`config.mk`:
```
export PLATFORM = sky130hd
export DESIGN_NAME = load_store_unit_flat
export DESIGN_NICKNAME = d
export VERILOG_FILES = /design/src/rtl/load_store_unit_if.sv /design/src/rtl/load_store_unit.sv /design/src/flat_wrapper.sv
export SDC_FILE = /design/constraint.sdc
export NUM_CORES = 1
export LEC_CHECK = 0
export ABC_AREA = 1
export CAP_MARGIN = 10
export CORE_UTILIZATION = 40
export CTS_BUF_LIST = sky130_fd_sc_hd__clkbuf_4
export DETAILED_ROUTE_END_ITERATION = 16
export PLACE_DENSITY = 0.7
export RECOVER_POWER = 25
export SLEW_MARGIN = 20
export SYNTH_ARGS = -nofsm -noshare
export SYNTH_HDL_FRONTEND = slang
export SYNTH_SLANG_ARGS = --single-unit
```
`constraint.sdc`:
```
create_clock -name clock -period 3.27 [get_ports clock]
set_input_delay 0.4905 -clock clock [delete_from_list [all_inputs] [get_ports clock]]
set_output_delay 0.4905 -clock clock [all_outputs]
set_load 0.01 [all_outputs]
```
`src/rtl/load_store_unit_if.sv`:
```
// Bundle of core-side request/response and word-memory signals for the load/store unit.
// Handshake: a request transfers on a posedge where req_valid && req_ready are both high;
// resp_valid is a one-cycle pulse with no back-pressure, and mem_read/mem_write are one-cycle strobes.
interface load_store_unit_if;
  logic        req_valid;
  logic        req_ready;
  logic        req_write;
  logic [2:0]  req_funct3;
  logic [31:0] req_addr;
  logic [31:0] req_wdata;
  logic        resp_valid;
  logic [31:0] resp_rdata;
  logic        resp_error;
  logic        mem_read;
  logic        mem_write;
  logic [31:0] mem_address;
  logic [31:0] mem_wdata;
  logic [31:0] mem_rdata;

  modport slave (
    input  req_valid, req_write, req_funct3, req_addr, req_wdata, mem_rdata,
    output req_ready, resp_valid, resp_rdata, resp_error,
           mem_read, mem_write, mem_address, mem_wdata
  );

  modport master (
    output req_valid, req_write, req_funct3, req_addr, req_wdata, mem_rdata,
    input  req_ready, resp_valid, resp_rdata, resp_error,
           mem_read, mem_write, mem_address, mem_wdata
  );
endinterface

```
`src/rtl/load_store_unit.sv`:
```
// Load/store unit: maps RISC-V byte/half/word accesses onto a word-only memory,
// doing read-modify-write for sub-word stores and extending load data.
module load_store_unit #(
  parameter int unsigned DEPTH_WORDS = 256
) (
  input  logic                 clock,
  input  logic                 reset,
  load_store_unit_if.slave     bus,
  output logic [2:0]           dbg_state_o
);

  typedef enum logic [2:0] {
    S_IDLE     = 3'd0,
    S_READ     = 3'd1,
    S_RMW_READ = 3'd2,
    S_WRITE    = 3'd3,
    S_RESP     = 3'd4
  } state_t;

  localparam logic [31:0] ADDR_LIMIT = 32'(4 * DEPTH_WORDS);

  state_t      state_q;
  logic [2:0]  funct3_q;
  logic [1:0]  lane_q;
  logic [15:0] wdata_q;
  logic        req_ready_q;
  logic        resp_valid_q;
  logic        resp_error_q;
  logic [31:0] resp_rdata_q;
  logic        mem_read_q;
  logic        mem_write_q;
  logic [31:0] mem_address_q;
  logic [31:0] mem_wdata_q;

  logic        funct3_ok;
  logic        align_ok;
  logic        range_ok;
  logic        req_err;
  logic [7:0]  ld_byte;
  logic [15:0] ld_half;
  logic [31:0] ld_data_d;
  logic [31:0] st_word_d;

  always_comb begin
    case (bus.req_funct3)
      3'b000, 3'b001, 3'b010: funct3_ok = 1'b1;
      3'b100, 3'b101:         funct3_ok = !bus.req_write;
      default:                funct3_ok = 1'b0;
    endcase
    align_ok = 1'b1;
    if (bus.req_funct3[1:0] == 2'b01) align_ok = !bus.req_addr[0];
    if (bus.req_funct3[1:0] == 2'b10) align_ok = (bus.req_addr[1:0] == 2'b00);
    range_ok = (bus.req_addr < ADDR_LIMIT);
    req_err  = !(funct3_ok && align_ok && range_ok);
  end

  // Lane extraction for loads and lane merge for sub-word stores, both from the returned word.
  always_comb begin
    case (lane_q)
      2'd0:    ld_byte = bus.mem_rdata[7:0];
      2'd1:    ld_byte = bus.mem_rdata[15:8];
      2'd2:    ld_byte = bus.mem_rdata[23:16];
      default: ld_byte = bus.mem_rdata[31:24];
    endcase
    ld_half = lane_q[1] ? bus.mem_rdata[31:16] : bus.mem_rdata[15:0];
    case (funct3_q)
      3'b000:  ld_data_d = {{24{ld_byte[7]}}, ld_byte};
      3'b100:  ld_data_d = {24'h000000, ld_byte};
      3'b001:  ld_data_d = {{16{ld_half[15]}}, ld_half};
      3'b101:  ld_data_d = {16'h0000, ld_half};
      default: ld_data_d = bus.mem_rdata;
    endcase

    st_word_d = bus.mem_rdata;
    if (funct3_q[1:0] == 2'b00) begin
      case (lane_q)
        2'd0:    st_word_d[7:0]   = wdata_q[7:0];
        2'd1:    st_word_d[15:8]  = wdata_q[7:0];
        2'd2:    st_word_d[23:16] = wdata_q[7:0];
        default: st_word_d[31:24] = wdata_q[7:0];
      endcase
    end else if (lane_q[1]) begin
      st_word_d[31:16] = wdata_q;
    end else begin
      st_word_d[15:0] = wdata_q;
    end
  end

  always_ff @(posedge clock) begin
    if (reset) begin
      state_q       <= S_IDLE;
      funct3_q      <= 3'b000;
      lane_q        <= 2'b00;
      wdata_q       <= 16'h0000;
      req_ready_q   <= 1'b1;
      resp_valid_q  <= 1'b0;
      resp_error_q  <= 1'b0;
      resp_rdata_q  <= 32'h0;
      mem_read_q    <= 1'b0;
      mem_write_q   <= 1'b0;
      mem_address_q <= 32'h0;
      mem_wdata_q   <= 32'h0;
    end else begin
      mem_read_q   <= 1'b0;
      mem_write_q  <= 1'b0;
      resp_valid_q <= 1'b0;
      case (state_q)
        S_IDLE: begin
          if (bus.req_valid) begin
            funct3_q    <= bus.req_funct3;
            lane_q      <= bus.req_addr[1:0];
            wdata_q     <= bus.req_wdata[15:0];
            req_ready_q <= 1'b0;
            if (req_err) begin
              state_q      <= S_RESP;
              resp_valid_q <= 1'b1;
              resp_error_q <= 1'b1;
              resp_rdata_q <= 32'h0;
            end else if (!bus.req_write) begin
              state_q       <= S_READ;
              mem_read_q    <= 1'b1;
              mem_address_q <= {bus.req_addr[31:2], 2'b00};
            end else if (bus.req_funct3[1:0] == 2'b10) begin
              state_q       <= S_WRITE;
              mem_write_q   <= 1'b1;
              mem_address_q <= {bus.req_addr[31:2], 2'b00};
              mem_wdata_q   <= bus.req_wdata;
            end else begin
              state_q       <= S_RMW_READ;
              mem_read_q    <= 1'b1;
              mem_address_q <= {bus.req_addr[31:2], 2'b00};
            end
          end
        end
        S_READ: begin
          state_q      <= S_RESP;
          resp_valid_q <= 1'b1;
          resp_error_q <= 1'b0;
          resp_rdata_q <= ld_data_d;
        end
        S_RMW_READ: begin
          state_q     <= S_WRITE;
          mem_write_q <= 1'b1;
          mem_wdata_q <= st_word_d;
        end
        S_WRITE: begin
          state_q      <= S_RESP;
          resp_valid_q <= 1'b1;
          resp_error_q <= 1'b0;
          resp_rdata_q <= 32'h0;
        end
        S_RESP: begin
          state_q     <= S_IDLE;
          req_ready_q <= 1'b1;
        end
        default: begin
          state_q     <= S_IDLE;
          req_ready_q <= 1'b1;
        end
      endcase
    end
  end

  // The write strobe is qualified by reset so an aborted WRITE cycle commits nothing.
  assign bus.mem_write   = mem_write_q & ~reset;
  assign bus.mem_read    = mem_read_q;
  assign bus.mem_address = mem_address_q;
  assign bus.mem_wdata   = mem_wdata_q;
  assign bus.req_ready   = req_ready_q;
  assign bus.resp_valid  = resp_valid_q;
  assign bus.resp_rdata  = resp_rdata_q;
  assign bus.resp_error  = resp_error_q;
  assign dbg_state_o     = state_q;

endmodule

```
`src/flat_wrapper.sv`:
```
// flat-port wrapper written by rule: the top's interface ports become plain ports
module load_store_unit_flat 
#(
  parameter int unsigned DEPTH_WORDS = 256
)
  (clock, reset, dbg_state_o, bus_req_valid, bus_req_write, bus_req_funct3, bus_req_addr, bus_req_wdata, bus_mem_rdata, bus_req_ready, bus_resp_valid, bus_resp_rdata, bus_resp_error, bus_mem_read, bus_mem_write, bus_mem_address, bus_mem_wdata);
  load_store_unit_if bus_i ();
  input  logic clock;
  input  logic reset;
  output logic [2:0] dbg_state_o;
  input wire logic [$bits(bus_i.req_valid)-1:0] bus_req_valid;
  input wire logic [$bits(bus_i.req_write)-1:0] bus_req_write;
  input wire logic [$bits(bus_i.req_funct3)-1:0] bus_req_funct3;
  input wire logic [$bits(bus_i.req_addr)-1:0] bus_req_addr;
  input wire logic [$bits(bus_i.req_wdata)-1:0] bus_req_wdata;
  input wire logic [$bits(bus_i.mem_rdata)-1:0] bus_mem_rdata;
  output wire logic [$bits(bus_i.req_ready)-1:0] bus_req_ready;
  output wire logic [$bits(bus_i.resp_valid)-1:0] bus_resp_valid;
  output wire logic [$bits(bus_i.resp_rdata)-1:0] bus_resp_rdata;
  output wire logic [$bits(bus_i.resp_error)-1:0] bus_resp_error;
  output wire logic [$bits(bus_i.mem_read)-1:0] bus_mem_read;
  output wire logic [$bits(bus_i.mem_write)-1:0] bus_mem_write;
  output wire logic [$bits(bus_i.mem_address)-1:0] bus_mem_address;
  output wire logic [$bits(bus_i.mem_wdata)-1:0] bus_mem_wdata;
  assign bus_i.req_valid = bus_req_valid;
  assign bus_i.req_write = bus_req_write;
  assign bus_i.req_funct3 = bus_req_funct3;
  assign bus_i.req_addr = bus_req_addr;
  assign bus_i.req_wdata = bus_req_wdata;
  assign bus_i.mem_rdata = bus_mem_rdata;
  assign bus_req_ready = bus_i.req_ready;
  assign bus_resp_valid = bus_i.resp_valid;
  assign bus_resp_rdata = bus_i.resp_rdata;
  assign bus_resp_error = bus_i.resp_error;
  assign bus_mem_read = bus_i.mem_read;
  assign bus_mem_write = bus_i.mem_write;
  assign bus_mem_address = bus_i.mem_address;
  assign bus_mem_wdata = bus_i.mem_wdata;
  load_store_unit #(.DEPTH_WORDS(DEPTH_WORDS)) u_core (.clock(clock), .reset(reset), .bus(bus_i), .dbg_state_o(dbg_state_o));
endmodule
```
==> out/metrics.csv, run 1 <==
stage,metric,value,unit
synth,compound-cell area share of the yosys netlist,20.5,%
worst_setup_path,WP data required,3.76,ns
synth,xor/xnor cell area share of the yosys netlist,0,%
timing,hold_ws,0.444,ns
floorplan,IO Count,207,
detailed_routing,total wire length after detailed routing,21700,um
outcome,status,"finished, violations left",
cells_and_area,Layout Area Growth over Synthesis,35.5,%
detailed_routing,TritonRoute pass-1 iters,5,
placed_design,number of cells after detailed placement,1464,
outcome,failing checks,"max-capacitance violations, max-slew violations",
worst_setup_path,Critical Path Source Type,primary input,
cells_and_area,Final Instance Count excl. Fillers,1496,
cells_and_area,share of post-route cells with drive strength above 1,5.49,%
timing,Rel. slew slack,-6.20,%
timing,final max-slew violation count,85,
detailed_routing,average routed wire per standard cell,14.5,um
global_routing,vias in the first global route,6729,
power,leakage component of the power,3.92,nW
floorplan,Initial Utilization,40.9,%
synth,proportion of synthesized area in mux cells,0,%
worst_setup_path,endpoint type of the worst setup path,flop,
power,IR Drop Worst-Case VDD,0.000193,V
timing,fmax,377,MHz
detailed_routing,drt first-iter violations,642,
global_routing,maximum number of pins on one net before global-route repair,85,
synth,synthesized netlist cell count,1097,
global_routing,initial antenna violation count,1,
global_routing,total global routing overflow,0,
timing,post-route setup slack,0.616,ns
worst_setup_path,critical path arrival,3.15,ns
clocking,"Clk Latency, worst-skew pair",0.56,ns
timing,worst-case clock skew,0.0191,ns
global_routing,first-pass GRT wire length,34700,um
synth,Synth Area in Adders,0,%
detailed_routing,drt via density,5.01,
clocking,# Post-CTS Setup Buffers,0,
synth,"Cell Area, Synth",6750,um^2
cells_and_area,post-route cell area,9150,um^2
cells_and_area,most common library cell in the layout ignoring fill and taps,sky130_fd_sc_hd__nand2_1,
clocking,Max clock buf depth,2,
cells_and_area,Finished Core Util,55.4,%
detailed_routing,vias after detailed routing,7488,
clocking,CTS buffer count,17,
timing,share of the clock period used by the worst path after layout,81.2,%
global_routing,GRT Overall Usage,25.2,%
clocking,Root Buffer,sky130_fd_sc_hd__clkbuf_4,
power,post-layout power,3.38,mW
floorplan,core area,16500,um^2
power,power density over the cells,369,nW/um^2
timing,slew at the pin with the worst max-slew slack,1.59,ns
cells_and_area,final-stage net count,1366,
clocking,H-tree Lvls,4,
placed_design,instance area at placement,8890,um^2
placed_design,GP Congestion,0.937,
clocking,clock net sink count,123,
worst_setup_path,highest fanout seen on the critical path,84,
detailed_routing,post-route antenna net violation count,0,
clocking,clock transition at the registers of the reported paths,0.13,ns
placed_design,detailed placer's ending HPWL,15900,um
min_path,worst min-delay path category,reg -> reg,
floorplan,die area,17400,um^2
clocking,clock tree from TritonCTS,done,
timing,Period minus WS final,2.65,ns
floorplan,standard-cell row count,47,
synth,sequential element share of the synthesized area,36.5,%
synth,dominant combinational cell family by area after synthesis,simple AND/OR/NAND/NOR gates,
placed_design,number of port buffers,204,
synth,Synth warnings,0,
synth,simple-gate share of the synthesized area,33.2,%
synth,number of storage elements in the synthesis netlist,123,
floorplan,Die Height,132,um
run,number of max-cap violations,1,
clocking,PostCTS Resize Cnt,0,
timing,RSZ-0062 raised after global routing,no,
synth,mean cell area of the mapped netlist,6.15,um^2
clocking,CTS hold repair buffers,0,
timing,number of setup violations in the final report,0,
timing,hold violation total from the final report,0,
placed_design,worst-case setup slack after placement,0.807,ns
timing,final total negative setup slack,0,ns
detailed_routing,DRC violations left,0,
cells_and_area,"leading cell types in the layout, fill and taps excluded","sky130_fd_sc_hd__nand2_1 (307), sky130_fd_sc_hd__clkdlybuf4s50_1 (200), sky130_fd_sc_hd__nor2_1 (154), sky130_fd_sc_hd__a21oi_1 (132), sky130_fd_sc_hd__dfxtp_1 (123)",
worst_setup_path,path type of the worst setup path,in -> reg,
synth,count of distinct cell types in the synthesized netlist,26,
floorplan,width of the chip,132,um
path summary, 6_finish.rpt:
path | start | to | slack [ns] | depth (start not counted)
hold reg to reg | u_core.bus.mem_address[11] | u_core.bus.mem_address[11] | 0.44 | 2
setup reg to reg | u_core.dbg_state_o[2] | u_core.bus.mem_wdata[27] | 0.99 | 8
setup / recovery | reset | u_core.wdata_q[0] | 0.62 | 6
hold / removal | u_core.bus.mem_address[11] | u_core.bus.mem_address[11] | 0.44 | 2
synth_stat cells:
| master | count | share of area, % |
|---|---|---|
| sky130_fd_sc_hd__o21a_1 | 14 | 1.6 |
| sky130_fd_sc_hd__nand2_2 | 3 | 0.28 |
| sky130_fd_sc_hd__conb_1 | 1 | 0.056 |
| sky130_fd_sc_hd__buf_2 | 16 | 1.2 |
| sky130_fd_sc_hd__clkbuf_1 | 48 | 2.7 |
| sky130_fd_sc_hd__o32ai_1 | 1 | 0.13 |
| sky130_fd_sc_hd__buf_4 | 3 | 0.33 |
| sky130_fd_sc_hd__a21oi_1 | 132 | 9.8 |
| sky130_fd_sc_hd__o21ai_4 | 1 | 0.24 |
| sky130_fd_sc_hd__or2_1 | 1 | 0.093 |
| sky130_fd_sc_hd__nor2_4 | 2 | 0.33 |
| sky130_fd_sc_hd__clkinv_1 | 1 | 0.056 |
| sky130_fd_sc_hd__dfxtp_1 | 123 | 36 |
| sky130_fd_sc_hd__inv_2 | 2 | 0.11 |
| sky130_fd_sc_hd__inv_1 | 84 | 4.7 |
| sky130_fd_sc_hd__buf_6 | 2 | 0.33 |
| sky130_fd_sc_hd__nor2_1 | 154 | 8.6 |
| sky130_fd_sc_hd__buf_1 | 8 | 0.44 |
| sky130_fd_sc_hd__nand2_1 | 307 | 17 |
| sky130_fd_sc_hd__nand4_1 | 2 | 0.19 |
| sky130_fd_sc_hd__nor2_2 | 2 | 0.19 |
| sky130_fd_sc_hd__o211ai_1 | 23 | 2.6 |
| sky130_fd_sc_hd__o21ai_0 | 84 | 6.2 |
| sky130_fd_sc_hd__or2_2 | 9 | 0.83 |
| sky130_fd_sc_hd__nand3_2 | 2 | 0.30 |
| sky130_fd_sc_hd__nand3_1 | 72 | 5.3 |
routing by layer:
layer  up-vias  share of wire (%)  GRT usage, %
li1       3849                  -             -
met1      3277                 46          34.5
met2       312                 43          37.4
met3        50                8.3          6.15
met4         0                3.2          10.9
met5         -                  0             0
cell families after synthesis:
family | after synthesis
AO/OA/AOI/OAI | 255
buffers and inverters | 164
flip-flops | 123
other | 1
AND/OR/NAND/NOR | 554
worst max-delay path: stages:
cell	delay, ns
sky130_fd_sc_hd__dlygate4sd3_1	0.53
sky130_fd_sc_hd__buf_4	0.20
sky130_fd_sc_hd__inv_1	0.18
sky130_fd_sc_hd__clkbuf_2	1.20
sky130_fd_sc_hd__o21ai_0	0.30
sky130_fd_sc_hd__a21oi_1	0.23
area by class of cell:
| cell class | instances | area, um^2 |
|---|---|---|
| Timing Repair Buffer | 223 | 2180 |
| Clock inverter | 14 | 148 |
| Fill cell | 1631 | 7370 |
| Clock buffer | 17 | 128 |
| Inverter | 87 | 327 |
| Sequential cell | 123 | 2460 |
| Antenna cell | 1 | 2.50 |
| Tap cell | 220 | 275 |
| Multi-Input combinational cell | 811 | 3630 |
power by group:
group / internal (mW) / switching, mW
Combinational: 0.317 / 0.401
Sequential: 1.55 / 0.0374
Clock: 0.451 / 0.623
registers in the layout, indices dropped and copies added, names as in the netlist:
| signal | count |
|---|---|
| u_core.bus.mem_address | 30 |
| u_core.bus.mem_read | 1 |
| u_core.bus.mem_wdata | 32 |
| u_core.bus.req_ready | 1 |
| u_core.bus.resp_error | 1 |
| u_core.bus.resp_rdata | 32 |
| u_core.bus.resp_valid | 1 |
| u_core.dbg_state_o | 3 |
| u_core.funct3_q | 3 |
| u_core.lane_q | 2 |
| u_core.mem_write_q | 1 |
| u_core.wdata_q | 16 |
(Power assumes the default switching activity.)
==> inputs of run 2 (changes only) <==
==> constraint.sdc (replaced) <==
create_clock -name clock -period 2.75 [get_ports clock]
set_input_delay 0.4125 -clock clock [delete_from_list [all_inputs] [get_ports clock]]
set_output_delay 0.4125 -clock clock [all_outputs]
set_load 0.01 [all_outputs]
==> out/metrics.csv, run 2 (synthesis results as in run 1) <==
stage,metric,value,unit,change
outcome,status,finished clean,,"was finished, violations left"
floorplan,Initial Utilization,40.9,%,unchanged
global_routing,first-pass GRT wire length,34900,um,was 34700 um
placed_design,detailed placer's ending HPWL,15700,um,was 15900 um
power,Cell Int Power,2.77,mW,was 2.32 mW
worst_setup_path,peak per-stage delay on the critical path,0.68,ns,was 1.20 ns
placed_design,GP Congestion,0.928,,was 0.937
worst_setup_path,highest fanout seen on the critical path,16,,was 84
timing,final max-slew violation count,0,,was 85
clocking,# Post-CTS Setup Buffers,0,,unchanged
cells_and_area,share of post-route cells with drive strength above 1,5.41,%,was 5.49%
run,number of max-cap violations,0,,was 1
clocking,"Clk Latency, worst-skew pair",0.56,ns,about the same
worst_setup_path,Critical Path Source Type,flop,,was primary input
global_routing,GRT Overall Usage,25.1,%,was 25.2%
detailed_routing,drt first-iter violations,618,,was 642
worst_setup_path,endpoint type of the worst setup path,flop,,unchanged
power,switching share of power,31.4,%,about the same
worst_setup_path,path type of the worst setup path,reg -> reg,,was in -> reg
placed_design,number of port buffers,204,,unchanged
clocking,CTS buffer count,17,,unchanged
timing,worst-case clock skew,0.0150,ns,was 0.0191 ns
min_path,worst min-delay path category,in -> reg,,was reg -> reg
floorplan,die area,17400,um^2,unchanged
timing,share of the clock period used by the worst path after layout,80.9,%,
worst_setup_path,WP data required,3.23,ns,was 3.76 ns
clocking,clock net sink count,123,,unchanged
floorplan,standard-cell row count,47,,unchanged
clocking,clock tree from TritonCTS,done,,unchanged
detailed_routing,average routed wire per standard cell,14.5,um,about the same
worst_setup_path,crit path cell chain,inv_1 > nand2_1 > nand2_1 > nand3_1 > nand3_2 > nand2_2 > nand2_1 > nand3_1 > nand2_1 > nor2_1,,was dlygate4sd3_1 > buf_4 > inv_1 > clkbuf_2 > o21ai_0 > a21oi_1
timing,hold_ws,0.407,ns,was 0.444 ns
power,leakage component of the power,3.93,nW,was 3.92 nW
detailed_routing,TritonRoute pass-1 iters,5,,unchanged
cells_and_area,most common library cell in the layout ignoring fill and taps,sky130_fd_sc_hd__nand2_1,,unchanged
timing,Period minus WS final,2.22,ns,
power,combinational share of power,21.0,%,was 21.2%
detailed_routing,drt via density,4.97,,was 5.01
detailed_routing,DRC violations left,0,,unchanged
detailed_routing,post-route antenna net violation count,0,,unchanged
timing,final total negative setup slack,0,ns,unchanged
global_routing,maximum number of pins on one net before global-route repair,77,,was 85
worst_setup_path,Crit path top cell by count,sky130_fd_sc_hd__nand2_1,,
power,sequential share of power,46.8,%,was 47.0%
cells_and_area,Final Instance Count excl. Fillers,1497,,was 1496
floorplan,IO Count,207,,unchanged
floorplan,Die Height,132,um,unchanged
cells_and_area,"leading cell types in the layout, fill and taps excluded","sky130_fd_sc_hd__nand2_1 (306), sky130_fd_sc_hd__clkdlybuf4s50_1 (201), sky130_fd_sc_hd__nor2_1 (154), sky130_fd_sc_hd__a21oi_1 (132), sky130_fd_sc_hd__dfxtp_1 (123)",,"was sky130_fd_sc_hd__nand2_1 (307), sky130_fd_sc_hd__clkdlybuf4s50_1 (200), sky130_fd_sc_hd__nor2_1 (154), sky130_fd_sc_hd__a21oi_1 (132), sky130_fd_sc_hd__dfxtp_1 (123)"
worst_setup_path,critical path arrival,2.71,ns,was 3.15 ns
worst_setup_path,count of buffer and inverter cells on the critical path,1,,was 4
power,switching component of the power,1.27,mW,was 1.06 mW
clocking,Root Buffer,sky130_fd_sc_hd__clkbuf_4,,unchanged
timing,hold violation total from the final report,0,,unchanged
detailed_routing,total wire length after detailed routing,21600,um,was 21700 um
cells_and_area,Layout Area Growth over Synthesis,36.0,%,was 35.5%
floorplan,core area,16500,um^2,unchanged
floorplan,width of the chip,132,um,unchanged
clocking,clock transition at the registers of the reported paths,0.12,ns,was 0.13 ns
worst_setup_path,slowest cell on the critical path,sky130_fd_sc_hd__dfxtp_1,,was sky130_fd_sc_hd__clkbuf_2
power,power density over the cells,440,nW/um^2,was 369 nW/um^2
clocking,Max clock buf depth,2,,unchanged
cells_and_area,Layout fillers,1722,,was 1631
clocking,H-tree Lvls,4,,unchanged
global_routing,initial antenna violation count,1,,unchanged
timing,fmax,450,MHz,
placed_design,number of cells after detailed placement,1464,,unchanged
clocking,CTS hold repair buffers,0,,unchanged
clocking,PostCTS Resize Cnt,0,,unchanged
power,IR Drop Worst-Case VDD,0.000241,V,was 0.000193 V
timing,number of setup violations in the final report,0,,unchanged
global_routing,total global routing overflow,0,,unchanged
global_routing,vias in the first global route,6790,,was 6729
timing,RSZ-0062 raised after global routing,no,,unchanged
timing,Rel. slew slack,28.1,%,was -6.20%
cells_and_area,Finished Core Util,55.6,%,was 55.4%
timing,slew at the pin with the worst max-slew slack,1.08,ns,was 1.59 ns
detailed_routing,vias after detailed routing,7443,,was 7488
worst_setup_path,Top Family by Delay on Critical Path,simple AND/OR/NAND/NOR gates,,was buffers and inverters
power,relative contribution of the clock network to total power,32.2,%,was 31.8%
cells_and_area,final-stage net count,1366,,unchanged
==> run 2: worst min-delay path: cells and delay by family <==
kind                   cells  cell delay (ns)
buffers and inverters      1             0.39
and+or+nand+nor            1             0.06
AOI/OAI and AO/OA          1             0.05
==> run 2: final timing paths <==
check | from | endpoint | slack [ns] | depth (start not counted)
min reg2reg | u_core.bus.mem_address[26] | u_core.bus.mem_address[26] | 0.45 | 2
max reg2reg | u_core.lane_q[1] | u_core.bus.resp_rdata[26] | 0.53 | 10
max | u_core.lane_q[1] | u_core.bus.resp_rdata[26] | 0.53 | 10
min | bus_req_addr[6] | u_core.bus.mem_address[6] | 0.41 | 3
==> run 2: power by group through the flow <==
stage / combinational (mW) / clock [mW] / sequential (mW)
2_1_floorplan: 0.477 / 0 / 1.93
3_3_place_gp: 0.838 / 0 / 1.93
3_5_place_dp: 0.845 / 0 / 1.93
4_1_cts: 0.848 / 1.32 / 1.89
5_1_grt: 0.942 / 1.40 / 1.90
6_report: 0.850 / 1.30 / 1.89
==> run 2: through the flow <==
step	instance area (um^2)	total power, mW	setup slack, ns
floorplan	6760	2.41	1.07
global placement	8920	2.77	0.560
detailed placement	8920	2.78	0.526
CTS	9200	4.06	0.566
global route	9180	4.24	0.288
finish	9180	4.04	0.525
==> run 2: cell type report <==
class | count | area [um^2] | area share (%)
clock inverters | 14 | 148 | 1.61
inverters | 87 | 327 | 3.56
clock buffers | 18 | 135 | 1.47
diodes | 1 | 2.50 | 0.0273
flip-flops and latches | 123 | 2460 | 26.8
repair buffers | 223 | 2200 | 24.0
multi-input cells | 811 | 3630 | 39.6
well taps | 220 | 275 | 3.00
==> run 2: routing by layer <==
metal	GRT usage [%]	vias up	part of all wire (%)
met1	33.0	3300	45
li1	-	3862	-
met2	39.1	248	44
met5	0	-	0
met4	9.17	0	2.2
met3	7.19	33	8.5
